--- src/rtl/mmio_uart_tx_bridge.sv ---
// mmio_uart_tx_bridge
//  Sits between the processor data-memory port and dmem. A 4-word MMIO window
//  at MMIO_BASE feeds a byte FIFO drained by an 8N1 UART transmitter. All other
//  accesses pass through to dmem. Read data keeps dmem's one-cycle latency.
//  Optional feature macro: MMIO_UART_TX_IRQ_EN (adds irq_tx and CTRL bit2 irq_en).
module mmio_uart_tx_bridge #(
  parameter int          CLKS_PER_BIT = 434,
  parameter int          FIFO_DEPTH   = 16,
  parameter logic [11:0] MMIO_BASE    = 12'hFF0
) (
  input  logic        clock,
  input  logic        reset,
  input  logic [11:0] address_dmem,
  input  logic [31:0] data,
  input  logic        wren,
  input  logic [31:0] q_dmem,
  output logic        dmem_wren,
  output logic [31:0] q_proc,
  output logic        uart_tx,
  output logic        tx_busy
`ifdef MMIO_UART_TX_IRQ_EN
  ,
  output logic        irq_tx
`endif
);

  localparam int PW = $clog2(FIFO_DEPTH);
  localparam int CW = $clog2(FIFO_DEPTH + 1);
  localparam int BW = $clog2(CLKS_PER_BIT);

  typedef enum logic [1:0] {IDLE, START, DATA, STOP} state_t;

  // Address decode and bus steering
  logic       hit;
  logic [1:0] offset;
  logic       wr_txdata;
  logic       wr_ctrl;
  logic       unused_data;

  assign hit         = (address_dmem[11:2] == MMIO_BASE[11:2]);
  assign offset      = address_dmem[1:0];
  assign dmem_wren   = wren & ~hit;
  assign wr_txdata   = wren & hit & (offset == 2'd0);
  assign wr_ctrl     = wren & hit & (offset == 2'd2);
  assign unused_data = ^data[31:8];

  // State
  logic [7:0]    mem [FIFO_DEPTH];
  logic [PW-1:0] wr_ptr_q, wr_ptr_d, rd_ptr_q, rd_ptr_d;
  logic [CW-1:0] count_q, count_d;
  logic          ovf_q, ovf_d;
  logic          tx_en_q, tx_en_d;
  state_t        state_q, state_d;
  logic [BW-1:0] baud_q, baud_d;
  logic [2:0]    bit_q, bit_d;
  logic [7:0]    shift_q, shift_d;
  logic          tx_q, tx_d;
  logic          hit_q;
  logic [31:0]   mmio_q, mmio_d;
  logic          irq_en_rd;

  logic empty, full, tx_active, baud_last, pop, push_ok, ovf_set;
  logic [8:0] count_ext;

  assign empty     = (count_q == '0);
  assign full      = (count_q == CW'(FIFO_DEPTH));
  assign tx_active = (state_q != IDLE);
  assign baud_last = (baud_q == BW'(CLKS_PER_BIT - 1));
  assign count_ext = 9'(count_q);
  // A full FIFO still accepts a push when the transmitter frees a slot that cycle
  assign push_ok   = wr_txdata & (~full | pop);
  assign ovf_set   = wr_txdata & full & ~pop;

  // Transmit FSM: next state, shift register and serial line
  always_comb begin
    state_d = state_q;
    baud_d  = baud_q;
    bit_d   = bit_q;
    shift_d = shift_q;
    tx_d    = tx_q;
    pop     = 1'b0;
    case (state_q)
      IDLE: begin
        tx_d = 1'b1;
        if (tx_en_q && !empty) begin
          pop     = 1'b1;
          shift_d = mem[rd_ptr_q];
          tx_d    = 1'b0;
          baud_d  = '0;
          state_d = START;
        end
      end
      START: begin
        if (baud_last) begin
          baud_d  = '0;
          bit_d   = 3'd0;
          tx_d    = shift_q[0];
          state_d = DATA;
        end else begin
          baud_d = baud_q + BW'(1);
        end
      end
      DATA: begin
        if (baud_last) begin
          baud_d = '0;
          if (bit_q == 3'd7) begin
            tx_d    = 1'b1;
            state_d = STOP;
          end else begin
            bit_d   = bit_q + 3'd1;
            shift_d = {1'b0, shift_q[7:1]};
            tx_d    = shift_q[1];
          end
        end else begin
          baud_d = baud_q + BW'(1);
        end
      end
      STOP: begin
        if (baud_last) begin
          baud_d  = '0;
          state_d = IDLE;
        end else begin
          baud_d = baud_q + BW'(1);
        end
      end
      default: state_d = IDLE;
    endcase
  end

  // FIFO pointers, occupancy, overflow flag, control and MMIO read mux
  always_comb begin
    wr_ptr_d = push_ok ? wr_ptr_q + PW'(1) : wr_ptr_q;
    rd_ptr_d = pop ? rd_ptr_q + PW'(1) : rd_ptr_q;
    count_d  = count_q;
    if (push_ok && !pop)      count_d = count_q + CW'(1);
    else if (!push_ok && pop) count_d = count_q - CW'(1);
    ovf_d = ovf_q;
    if (wr_ctrl && data[1]) ovf_d = 1'b0;
    else if (ovf_set)       ovf_d = 1'b1;
    tx_en_d = wr_ctrl ? data[0] : tx_en_q;
    mmio_d  = 32'h0;
    case (offset)
      2'd1:    mmio_d = {20'b0, count_ext[7:0], ovf_q, tx_active, full, empty};
      2'd2:    mmio_d = {29'b0, irq_en_rd, 1'b0, tx_en_q};
      default: mmio_d = 32'h0;
    endcase
  end

  // FIFO storage; contents need no reset because the pointers define validity
  always_ff @(posedge clock) begin
    if (push_ok) mem[wr_ptr_q] <= data[7:0];
  end

  // State registers with synchronous active-low reset
  always_ff @(posedge clock) begin
    if (!reset) begin
      wr_ptr_q <= '0;
      rd_ptr_q <= '0;
      count_q  <= '0;
      ovf_q    <= 1'b0;
      tx_en_q  <= 1'b1;
      state_q  <= IDLE;
      baud_q   <= '0;
      bit_q    <= 3'd0;
      shift_q  <= 8'h0;
      tx_q     <= 1'b1;
      hit_q    <= 1'b0;
      mmio_q   <= 32'h0;
    end else begin
      wr_ptr_q <= wr_ptr_d;
      rd_ptr_q <= rd_ptr_d;
      count_q  <= count_d;
      ovf_q    <= ovf_d;
      tx_en_q  <= tx_en_d;
      state_q  <= state_d;
      baud_q   <= baud_d;
      bit_q    <= bit_d;
      shift_q  <= shift_d;
      tx_q     <= tx_d;
      hit_q    <= hit;
      mmio_q   <= mmio_d;
    end
  end

`ifdef MMIO_UART_TX_IRQ_EN
  logic irq_en_q, irq_q;
  assign irq_en_rd = irq_en_q;
  assign irq_tx    = irq_q;

  // Interrupt enable and registered "transmitter drained" interrupt
  always_ff @(posedge clock) begin
    if (!reset) begin
      irq_en_q <= 1'b0;
      irq_q    <= 1'b0;
    end else begin
      if (wr_ctrl) irq_en_q <= data[2];
      irq_q <= irq_en_q & empty & ~tx_active;
    end
  end
`else
  assign irq_en_rd = 1'b0;
`endif

  assign q_proc  = hit_q ? mmio_q : q_dmem;
  assign uart_tx = tx_q;
  assign tx_busy = ~empty | tx_active;

endmodule

--- config.mk ---
export PLATFORM = sky130hd
export DESIGN_NAME = mmio_uart_tx_bridge
export DESIGN_NICKNAME = d
export VERILOG_FILES = /design/src/rtl/mmio_uart_tx_bridge.sv
export SDC_FILE = /design/constraint.sdc
export NUM_CORES = 1
export LEC_CHECK = 0
export BUFFER_PORTS_ARGS = -buffer_cell sky130_fd_sc_hd__buf_2
export CAP_MARGIN = 10
export CORE_UTILIZATION = 57
export DETAILED_ROUTE_END_ITERATION = 10
export HOLD_SLACK_MARGIN = 0.15
export PLACE_DENSITY = 0.8
export SYNTH_ARGS = -nofsm -noshare
export SYNTH_HDL_FRONTEND = slang
export SYNTH_SLANG_ARGS = --single-unit
--- constraint.sdc ---
create_clock -name clock -period 3.45 [get_ports clock]
set_input_delay 0.345 -clock clock [delete_from_list [all_inputs] [get_ports clock]]
set_output_delay 0.345 -clock clock [all_outputs]
set_load 0.05 [all_outputs]
=== Word level (Yosys, flattened, before mapping) ===
Memories as Yosys holds them, arrays and structs flattened. A register that Yosys moved wholly into a read port is not among the register bits.
Cells that the tools add are included.

* $add $sub $neg: 6
* $mul: 0
* Div/mod/pow operators: 0
* Magnitude comparators: 0
* Equality and inequality tests: 15
* Shift-type cells: 0
* Muxes and demuxes: 32
* Bitwise gates (word level): 14
* Reductions and logical operators: 21

{| class="wikitable"
|+ Operators with widths
! kind !! count
|-
| one-hot mux 9 bit (2 select lines) || 2
|-
| two-way mux 32 bit || 1
|-
| two-way mux 8 bit || 3
|-
| two-way mux 9 bit || 2
|-
| one-hot mux 8 bit (2 select lines) || 1
|-
| inequality test 2 bit (second input constant) || 6
|-
| equality test 10 bit (second input constant) || 1
|-
| two-way mux 2 bit || 5
|-
| two-way mux 5 bit || 2
|-
| adder 9 x 1 -> 9 bit (second input constant) || 1
|-
| equality test 9 bit (second input constant) || 1
|-
| two-way mux 3 bit || 3
|-
| adder 4 x 1 -> 4 bit (second input constant) || 2
|-
| two-way mux 1 bit || 8
|-
| two-way mux 4 bit || 2
|-
| one-hot mux 2 bit (4 select lines) || 1
|-
| AND reduction 4 bit || 2
|-
| nonzero test 2 bit || 4
|-
| bitwise AND 1 bit || 7
|-
| equality test 2 bit (second input constant) || 3
|-
| one-hot mux 3 bit (2 select lines) || 1
|-
| adder 5 x 1 -> 5 bit (second input constant) || 1
|-
| equality test 5 bit (second input constant) || 1
|-
| zero test 5 bit || 1
|-
| other kinds (15) || 27
|}

* Flip-flop bits (word level): 71
* Latch bits: 0
* Bits in writable memories: 128
* ROM bits: 0
* Input port bits: 79
* Output and inout bits: 35
* Word-level logic and storage cells: 101
* Memories: 1

{| class="wikitable"
|+ Memories
! memory !! depth !! width !! read ports !! clocked after memory_dff !! wr ports !! line !! text
|-
| mem || 16 || 8 || 1 || 1 || 1 || 48 || <nowiki>logic [7:0] mem [FIFO_DEPTH];</nowiki>
|}

=== Depth between registers and ports, before layout ===
Gate-level depths: netlist (run 1).

* Depth in word-level cells: 11
* Mapped depth: 14
* Depth with buffers taken out: 13

=== Worst setup path after synthesis (run 1) ===
OpenSTA, ideal clock, no wires.

* Path type: input to register
* Start point: input address_dmem[2]
* End point: register count_q[4]
* Setup time: 0.072 ns
* Arrival: 2.743 ns
* Required time: 3.378 ns
* Path slack: 0.635 ns
* Stages: 12
* Buffers on the path: 1
* Cell sequence: nand4bb_1 > nor3_1 > and2_1 > buf_2 > ha_1 > inv_1 > ha_1 > nor2b_1 > o21a_1 > or3_1 > a21oi_1 > mux2i_1

* Cells in the longest elaborated chain, start to end: 7
* Elaborated cells between the ends (all ways): 9
* Classes of those cells: eq/ne (1); mux (1); bitwise (3); reduce/logical (4)

{| class="wikitable"
|+ Ends and longest elaborated chain
! what !! line !! text
|-
| from (decl) || 13 || <nowiki>input logic [11:0] address_dmem,</nowiki>
|-
| equality test 10 bit (*) || 40 || <nowiki>assign hit = (address_dmem[11:2] == MMIO_BASE[11:2]);</nowiki>
|-
| bitwise AND 1 bit (*) (2 in a row) || 43 || <nowiki>assign wr_txdata = wren & hit & (offset == 2'd0);</nowiki>
|-
| bitwise AND 1 bit (*) || 71 || <nowiki>assign push_ok = wr_txdata & (~full | pop);</nowiki>
|-
| via push_ok || 62 || <nowiki>logic empty, full, tx_active, baud_last, pop, push_ok, ovf_set;</nowiki>
|-
| zero test 1 bit || 136 || <nowiki>else if (!push_ok && pop) count_d = count_q - CW'(1);</nowiki>
|-
| logical AND 1 bit || 136 ||
|-
| nonzero test 2 bit (no line) || n/a ||
|-
| to (signal assigned) || 172 || <nowiki>count_q <= count_d;</nowiki>
|-
| to (decl) || 50 || <nowiki>logic [CW-1:0] count_q, count_d;</nowiki>
|}

The timed path passes the listed nets; every way through them passes the cells marked *.
A chain may end at the register's enable or synchronous reset.

=== Worst setup path in the final report (run 1) ===
* Start point: register count_q[0]
* End point: register count_q[4]

* Cells in the longest elaborated chain, start to end: 10
* Elaborated cells between the ends (all ways): 18
* Classes of those cells: add/sub (2); eq/ne (1); mux (4); bitwise (3); reduce/logical (8)

{| class="wikitable"
|+ Ends and longest elaborated chain
! what !! line !! text
|-
| zero test 5 bit || 65 || <nowiki>assign empty = (count_q == '0);</nowiki>
|-
| zero test 1 bit || 85 || <nowiki>if (tx_en_q && !empty) begin</nowiki>
|-
| logical AND 1 bit || 85 ||
|-
| two-way mux 1 bit || 85 ||
|-
| two-way mux 1 bit || 82 || <nowiki>case (state_q)</nowiki>
|-
| OR 1 bit || 71 ||
|-
| bitwise AND 1 bit || 71 ||
|-
| zero test 1 bit || 136 ||
|-
| logical AND 1 bit || 136 ||
|-
| nonzero test 2 bit (no line) || n/a ||
|}

Parallel ways exist; a longest one is shown, timed or not. The select of a mux whose other input is x is not followed.

==> results.py, run 1 <==
metrics = {
    "status": {
        "status": "complete, no violations",
    },
    "routing": {
        "vias": 4793,
        "dr.first_iter.drc_count": 357,
        "finalWirelength_um": 15600,
        "post_drt_via_cell_ratio": 5.76,
        "firstDrtPassIters": 5,
        "drc": 0,
        "ant_nets": 0,
        "wl_per_cell_um": 18.8,
    },
    "logic_synthesis": {
        "syn_area_um2": 7760,
        "ys_seq_area_frac": 0.629,
        "ys_ff_latch": 180,
        "yosysUniqueCellTypes": 54,
        "synth.most_common_cell": "edfxtp_1",
        "synthCells": 551,
        "synth_fa_ha_area_frac": 0.0364,
        "synthTopCellsByArea": "edfxtp_1 (50%), dfxtp_1 (13%), mux4_2 (8.7%), ha_1 (3.4%), nor2b_1 (2.7%)",
        "syn_nets": 652,
        "yosysWarnings": 0,
        "synth.mux.area_fraction": 0.113,
        "synth_edf_count": 128,
        "synthSimpleGateAreaFrac": 0.107,
        "synth_common_cells": "edfxtp_1 (128), dfxtp_1 (52), nor2b_1 (34)",
        "synth_top_family_by_area": "multiplexers",
        "synth_xor_area_frac": 0.00902,
        "synthArstFlopShare": 0,
        "avgSynthCellArea_um2": 14.1,
        "synth_top_cell_by_area": "edfxtp_1",
        "synth_flop_cell": "edfxtp_1",
        "synth_top_cell_area_share": 0.495,
        "synth_compound_area_frac": 0.0799,
    },
    "power_and_ir_drop": {
        "max-vdd-ir-drop_mv": 0.414,
        "power_density_nw_per_um2": 658,
        "p_leak_nw": 3.28,
    },
    "grt": {
        "antenna_found_initial": 0,
        "grt_pass1_wl_um": 24700,
        "gr-total-overflow": 0,
        "grt_max_degree": 53,
        "track_usage": 0.232,
        "grt_pass1_vias": 4794,
    },
    "setup_path": {
        "slowest_stage": "nor4_1",
        "crit_path_end_kind": "flop",
        "crit_chain": "nor4_1 -> a31oi_1 -> and2_2 -> ha_1 -> inv_1 -> ha_1 -> nor2b_1 -> o21a_1 -> or3_1 -> a21oi_1 -> mux2i_1",
        "cp_max_fo": 6,
        "crit_type": "flop to flop",
        "crit_path_start_kind": "flop",
        "crit_path_frequent_cell": "ha_1",
        "worstPathRequired_ps": 3800,
        "cp_data_arrival_time_ps": 3540,
        "cpPeakStageDelay_ps": 490,
    },
    "floorplanning": {
        "io-pin-count": 114,
        "die_w_um": 119,
        "die_y_um": 119,
        "dieArea_um2": 14100,
        "rows": 42,
        "core-area_um2": 13200,
        "initial_utilization": 0.586,
    },
    "place": {
        "place_congestion": 0.776,
        "port-buffer-count": 89,
        "placed_cell_area_um2": 8390,
        "dp_hpwl_um": 10500,
    },
    "clock_tree": {
        "cts_hold_buf": 0,
        "clk_path_buf_depth": 2,
        "root_buffer": "clkbuf_16",
        "cts_buffers": 17,
        "cts_htree_levels": 4,
        "clkTransAtPathRegs_ps": 60,
        "clock_latency_ps": 420,
        "cts.sinks": 180,
        "cts_tree": "done",
    },
    "sta": {
        "maxSlewHeadroom": 0.317,
        "worst_pin_slew_ps": 1020,
        "finalSetupTns_ps": 0,
        "finalClockSkew_ps": 9.13,
        "hold_violations": 0,
        "fmax_mhz": 314,
        "period_minus_slack_ps": 3190,
        "drv_slew": 0,
        "setup_viol": 0,
        "rsz0062_at_grt": "false",
        "finalCritPeriodShare": 0.924,
    },
    "layout": {
        "drive_above_1_share": 0.267,
        "area.growth.synth_to_final_pct": 15.8,
        "stdcell_area_um2": 8990,
        "antenna_cells": 0,
        "num-nets-final": 745,
    },
    "worst_hold_path": {
        "hp-class": "input pin to flop",
    },
    "flow_run": {
        "max_cap_violations": 0,
    },
}
==> state kept, by name (all words and copies together), names as in the netlist, named ones only <==
register / count
count_q: 5
ovf_q: 1
shift_q: 8
wr_ptr_q: 4
bit_q: 3
tx_en_q: 1
state_q: 2
uart_tx: 1
mem: 128
mmio_q: 9
hit_q: 1
rd_ptr_q: 4
baud_q: 9
==> worst max-delay path: cells and delay by family (launching register included) <==
kind,cells,cell delay (ps)
compound gates,3,630
fa+ha+maj,2,540
buf+inv,1,130
flops,1,370
mux,1,200
simple gates,4,1250
==> stage by stage <==
stage                      util  worst slack (ps)  power (mW)  hold WS (ps)  cells
after floorplan               -               635        3.69           419    551
after global placement    0.634               392        3.93           446    801
after detailed placement  0.634               257        3.99           451    801
after CTS                 0.679               231        5.94           245    832
after global routing      0.679              65.8        6.16           276    832
final                     0.679               261        5.92           269    832
==> area by class of cell <==
type,instances,area [um2]
clock buffer,21,440
sequential,180,4890
fill,907,4250
timing repair buffer,102,543
inverter,15,56.3
tap,176,220
multi-input combinational,328,2690
clock inverter,10,158
==> power breakdown <==
part,switching (mW),internal (mW)
Combinational,0.793,0.627
Sequential,0.131,2.41
Clock,0.749,1.20
==> placed cells by master (no fill, tap or decap), types with 19 or more instances in the layout <==
master,count
dfxtp_1,51
nand2_1,24
ha_1,21
buf_2,89
nor2_1,31
mux4_2,30
o21ai_0,19
edfxtp_1,128
a21oi_1,27
nor2b_1,34
==> routing by layer <==
metal / track usage / vias to the layer above / wire length, um
met5: 0 / - / 0
met4: 0.0775 / 0 / 205
met3: 0.0430 / 17 / 946
met2: 0.410 / 193 / 8210
met1: 0.286 / 2335 / 6260
li1: - / 2248 / -
==> final timing paths <==
check                                              from  cells past startpoint  slack (ps)                      end
worst min register to register   baud_q[8]$_SDFFE_PN0P_                      1         470   baud_q[8]$_SDFFE_PN0P_
worst min-delay path                               wren                      3         270       ovf_q$_SDFFE_PP0P_
worst max register to register  count_q[0]$_SDFFE_PN0P_                     11         260  count_q[4]$_SDFFE_PN0P_
worst max-delay path            count_q[0]$_SDFFE_PN0P_                     11         260  count_q[4]$_SDFFE_PN0P_
==> cells by family (layout without fill, tap and decap cells) <==
kind of cell    count (synthesis)  in the layout
buf+inv                        43            148
compound gates                 95             95
mux                            49             49
flops                         180            180
fa+ha+maj                      22             22
simple gates                  154            154
xor+xnor                        8              8
==> what timing repair did <==
| item | 4_1_cts | 5_1_grt |
|---|---|---|
| resized for setup | 0 | 1 |
| setup endpoints to repair | 0 | 1 |
| buffers inserted | 0 | 0 |
Power figures use the tool's default switching activity.
==> run 2: changes to the inputs <==
--- a/config.mk
+++ b/config.mk
@@ -7,10 +7,11 @@
 export LEC_CHECK = 0
 export BUFFER_PORTS_ARGS = -buffer_cell sky130_fd_sc_hd__buf_2
 export CAP_MARGIN = 10
-export CORE_UTILIZATION = 57
+export CORE_UTILIZATION = 59
+export CTS_BUF_LIST = sky130_fd_sc_hd__clkbuf_8
 export DETAILED_ROUTE_END_ITERATION = 10
 export HOLD_SLACK_MARGIN = 0.15
-export PLACE_DENSITY = 0.8
+export PLACE_DENSITY = 0.82
 export SYNTH_ARGS = -nofsm -noshare
 export SYNTH_HDL_FRONTEND = slang
 export SYNTH_SLANG_ARGS = --single-unit
==> results.py, run 2 (synthesis gave the netlist of run 1 again) <==
metrics = {
    "clock_tree": {
        "cts_hold_buf": 0,
        "cts_htree_levels": 4,
        "clock_latency_ps": 480,
        "cts_tree": "done",
        "clkTransAtPathRegs_ps": 90,
        "clk_path_buf_depth": 2,
        "cts_setup_buffers": 0,
        "cts_resized": 0,
        "cts_buffers": 17,
        "cts.sinks": 180,
        "root_buffer": "clkbuf_8",
    },
    "setup_path": {
        "cp_max_fo": 6,
        "crit_chain": "nor4_1 -> a31oi_1 -> and2_1 -> ha_1 -> inv_1 -> ha_1 -> nor2b_1 -> o21a_1 -> or3_1 -> a21oi_1 -> mux2i_1",
        "worstPathRequired_ps": 3860,
        "crit_path_start_kind": "flop",
        "cp_data_arrival_time_ps": 3670,
        "crit_path_frequent_cell": "ha_1",
        "crit_buf_inv": 1,
        "cpPeakStageDelay_ps": 550,
        "slowest_stage": "nor4_1",
        "crit_path_end_kind": "flop",
        "cpLargestDelayFamily": "simple AND/OR/NAND/NOR gates",
        "crit_type": "flop to flop",
        "reg2reg_setup_slack_ps": 200,
    },
    "layout": {
        "antenna_cells": 0,
        "final_cells": 829,
        "drive_above_1_share": 0.271,
        "top_register": "mem",
        "multi_input_area_um2": 2690,
        "mostFrequentLayoutCells": "edfxtp_1 (128), buf_2 (89), dfxtp_1 (51)",
        "top_regs": "mem: 128 flops, baud_q: 9 flops, mmio_q: 9 flops",
        "seq_area_um2": 4890,
        "num-nets-final": 745,
        "final_common_cell": "edfxtp_1",
        "stdcell_area_um2": 8790,
        "largest_reg_flops": 128,
        "fillers": 863,
        "area.growth.synth_to_final_pct": 13.2,
    },
    "grt": {
        "grt_max_degree": 53,
        "track_usage": 0.241,
        "grt_pass1_wl_um": 23400,
        "gr-total-overflow": 0,
        "antenna_found_initial": 0,
        "grt_pass1_vias": 4622,
    },
    "routing": {
        "ant_nets": 0,
        "drc": 0,
        "post_drt_via_cell_ratio": 5.84,
        "vias": 4838,
        "firstDrtPassIters": 4,
        "finalWirelength_um": 15400,
        "dr.first_iter.drc_count": 328,
        "wl_per_cell_um": 18.5,
    },
    "power_and_ir_drop": {
        "power_density_nw_per_um2": 615,
        "p_leak_nw": 3.21,
        "max-vdd-ir-drop_mv": 0.461,
    },
    "sta": {
        "fin_ws_ps": 195,
        "setup_viol": 0,
        "maxSlewHeadroom": 0.327,
        "hold_violations": 0,
        "fmax_mhz": 307,
        "drv_slew": 0,
        "rsz0062_at_grt": "false",
        "finalClockSkew_ps": 16.0,
        "whs_ps": 212,
        "period_minus_slack_ps": 3250,
        "finalSetupTns_ps": 0,
        "worst_pin_slew_ps": 1010,
        "finalCritPeriodShare": 0.943,
    },
    "place": {
        "placed_cell_area_um2": 8390,
        "port-buffer-count": 89,
        "pre_cts_ws_ps": 277,
        "place_inst": 797,
        "place_congestion": 0.767,
        "dp_hpwl_um": 10700,
    },
    "floorplanning": {
        "die_w_um": 117,
        "rows": 41,
        "core-area_um2": 12700,
        "io-pin-count": 114,
        "dieArea_um2": 13600,
        "initial_utilization": 0.610,
        "die_y_um": 117,
    },
    "status": {
        "status": "complete, no violations",
    },
    "flow_run": {
        "max_cap_violations": 0,
    },
    "worst_hold_path": {
        "hp-class": "input pin to flop",
    },
}
## run 2: layer usage
metal  track usage  share of wire  wire (um)  up-vias
met3        0.0581          0.056        868       18
met4        0.0886          0.011        174        0
met1         0.293           0.41       6230     2377
met5             0              0          0        -
met2         0.419           0.53       8100      176
li1              -              -          -     2267
## run 2: cell type report
cell class,count,area share
Clock inverter,15,0.0192
Sequential cell,180,0.556
Multi-Input combinational cell,328,0.306
Inverter,15,0.00641
Tap cell,172,0.0245
Clock buffer,17,0.0266
Timing Repair Buffer,102,0.0618
## run 2: worst reg2reg max path, stage by stage (launching register included)
cell and delay (ps):
dfxtp_1 370, nor4_1 550, a31oi_1 270, and2_1 320, ha_1 280, inv_1 120, ha_1 270, nor2b_1 150
o21a_1 170, or3_1 300, a21oi_1 190, mux2i_1 190
## run 2: report_power, final
part	internal (mW)	total, mW	switching [mW]
Combinational	0.625	1.41	0.782
Clock	0.663	1.46	0.796
Sequential	2.41	2.54	0.133
Total	3.70	5.41	1.71
## run 2: worst paths after layout
| check | cells after the start | endpoint | start |
|---|---|---|---|
| max | 11 | count_q[4]$_SDFFE_PN0P_ | count_q[0]$_SDFFE_PN0P_ |
| min reg2reg | 1 | baud_q[8]$_SDFFE_PN0P_ | baud_q[8]$_SDFFE_PN0P_ |
| min | 3 | ovf_q$_SDFFE_PP0P_ | wren |
| max reg2reg | 11 | count_q[4]$_SDFFE_PN0P_ | count_q[0]$_SDFFE_PN0P_ |
## run 2: per-stage QoR
step / util / total power, mW
global placement: 0.659 / 3.92
global route: 0.691 / 5.66
finish: 0.691 / 5.41
detailed placement: 0.659 / 3.98
CTS: 0.691 / 5.42
floorplan: - / 3.69
==> run 3: changes to the inputs <==
==> constraint.sdc (replaced) <==
create_clock -name clock -period 3.5 [get_ports clock]
set_input_delay 0.35 -clock clock [delete_from_list [all_inputs] [get_ports clock]]
set_output_delay 0.35 -clock clock [all_outputs]
set_load 0.05 [all_outputs]
==> results.py, run 3 (synthesis gave the netlist of run 1 again) <==
metrics = {
    "status": {
        "status": "complete, no violations",
    },
    "layout": {
        "fillers": 881,
        "top_regs": "mem: 128 flops, baud_q: 9 flops, mmio_q: 9 flops",
        "final_util": 0.687,
        "area.growth.synth_to_final_pct": 12.6,
        "stdcell_area_um2": 8740,
        "num-nets-final": 745,
        "multi_input_area_um2": 2690,
        "mostFrequentLayoutCells": "edfxtp_1 (128), buf_2 (89), dfxtp_1 (51)",
        "seq_area_um2": 4890,
        "final_common_cell": "edfxtp_1",
        "antenna_cells": 0,
        "largest_reg_flops": 128,
        "drive_above_1_share": 0.272,
        "top_register": "mem",
        "final_cells": 829,
    },
    "sta": {
        "period_minus_slack_ps": 3220,
        "whs_ps": 249,
        "fmax_mhz": 311,
        "finalCritPeriodShare": 0.919,
        "drv_slew": 0,
        "maxSlewHeadroom": 0.318,
        "setup_viol": 0,
        "rsz0062_at_grt": "false",
        "hold_violations": 0,
        "worst_pin_slew_ps": 1020,
        "finalSetupTns_ps": 0,
        "finalClockSkew_ps": 11.7,
    },
    "grt": {
        "antenna_found_initial": 0,
        "track_usage": 0.239,
        "grt_pass1_vias": 4605,
        "gr-total-overflow": 0,
        "grt_pass1_wl_um": 23400,
        "grt_max_degree": 53,
    },
    "place": {
        "place_congestion": 0.768,
        "placed_cell_area_um2": 8390,
        "port-buffer-count": 89,
        "place_inst": 797,
        "dp_hpwl_um": 10600,
    },
    "setup_path": {
        "crit_start": "state_q[0]$_SDFFE_PN0P_",
        "reg2reg_setup_slack_ps": 280,
        "crit_path_end_kind": "flop",
        "r2r_cells": 13,
        "rr_startpoint": "state_q[0]$_SDFFE_PN0P_",
        "crit_type": "flop to flop",
        "timing.rr.end": "count_q[4]$_SDFFE_PN0P_",
        "crit_path_start_kind": "flop",
        "worstPathRequired_ps": 3890,
        "cp_max_fo": 6,
        "cp_data_arrival_time_ps": 3600,
    },
    "worst_hold_path": {
        "hp-class": "input pin to flop",
        "whs_path_depth": 3,
        "worstHoldStart": "wren",
        "hold_end": "ovf_q$_SDFFE_PP0P_",
    },
    "routing": {
        "finalWirelength_um": 15400,
        "dr_wl_met2_um": 8200,
        "ant_nets": 0,
        "maxUsedRoutingLayer": "met4",
        "dr.first_iter.drc_count": 267,
        "firstDrtPassIters": 5,
        "drc": 0,
        "post_drt_via_cell_ratio": 5.81,
        "vias": 4815,
        "wl_met1_um": 6110,
        "wl_per_cell_um": 18.6,
        "wl_met3_um": 839,
    },
    "clock_tree": {
        "root_buffer": "clkbuf_8",
        "cts_resized": 0,
        "cts_htree_levels": 4,
        "cts.sinks": 180,
        "clock_latency_ps": 450,
        "cts_setup_buffers": 0,
        "cts_tree": "done",
        "clkTransAtPathRegs_ps": 90,
        "cts_hold_buf": 0,
        "clk_path_buf_depth": 2,
        "cts_buffers": 17,
    },
    "floorplanning": {
        "initial_utilization": 0.610,
        "rows": 41,
        "core-area_um2": 12700,
        "dieArea_um2": 13600,
        "io-pin-count": 114,
        "die_w_um": 117,
        "die_y_um": 117,
    },
    "flow_run": {
        "max_cap_violations": 0,
    },
    "power_and_ir_drop": {
        "p_leak_nw": 3.18,
        "power_density_nw_per_um2": 590,
        "max-vdd-ir-drop_mv": 0.391,
    },
}
[run 3: through the flow]
step / total power, mW / setup WS [ps]
floorplan: 3.64 / 680
global placement: 3.86 / 422
detailed placement: 3.93 / 298
CTS: 5.20 / 300
global route: 5.42 / 39.6
finish: 5.16 / 283
[run 3: worst max path at each step]
stage | to | slack, ps | cells after the start
floorplan | count_q[4]$_SDFFE_PN0P_ | 680 | 12
finish | count_q[4]$_SDFFE_PN0P_ | 280 | 13
global route | count_q[4]$_SDFFE_PN0P_ | 40 | 13
detailed placement | count_q[4]$_SDFFE_PN0P_ | 300 | 14
CTS | count_q[4]$_SDFFE_PN0P_ | 300 | 13
global placement | count_q[4]$_SDFFE_PN0P_ | 420 | 14
[run 3: where the power goes]
part,internal (mW),switching [mW],leakage [nW]
clock network,0.510,0.769,0.178
logic,0.613,0.755,1.42
registers,2.38,0.138,1.57
total,3.50,1.66,3.18
[run 3: layer usage]
| metal | GRT usage | up-vias |
|---|---|---|
| li1 | - | 2254 |
| met1 | 0.292 | 2379 |
| met2 | 0.422 | 159 |
| met3 | 0.0400 | 23 |
| met4 | 0.0996 | 0 |
| met5 | 0 | - |
[run 3: layout make-up]
cell class / instances / area share
clock buffer: 17 / 0.0268
clock inverter: 15 / 0.0137
inverter: 15 / 0.00644
tap: 172 / 0.0246
timing repair buffer: 102 / 0.0621
multi-input combinational: 328 / 0.307
sequential: 180 / 0.559
[run 3: critical path, cell delays in order (launching register included)]
cell,delay (ps)
dfxtp_1,350
inv_1,120
ha_1,180
nand2_1,80
a31oi_1,370
and2_1,340
ha_1,270
inv_1,100
ha_1,320
nor2b_1,140
o21a_1,170
or3_1,300
a21oi_1,200
mux2i_1,200
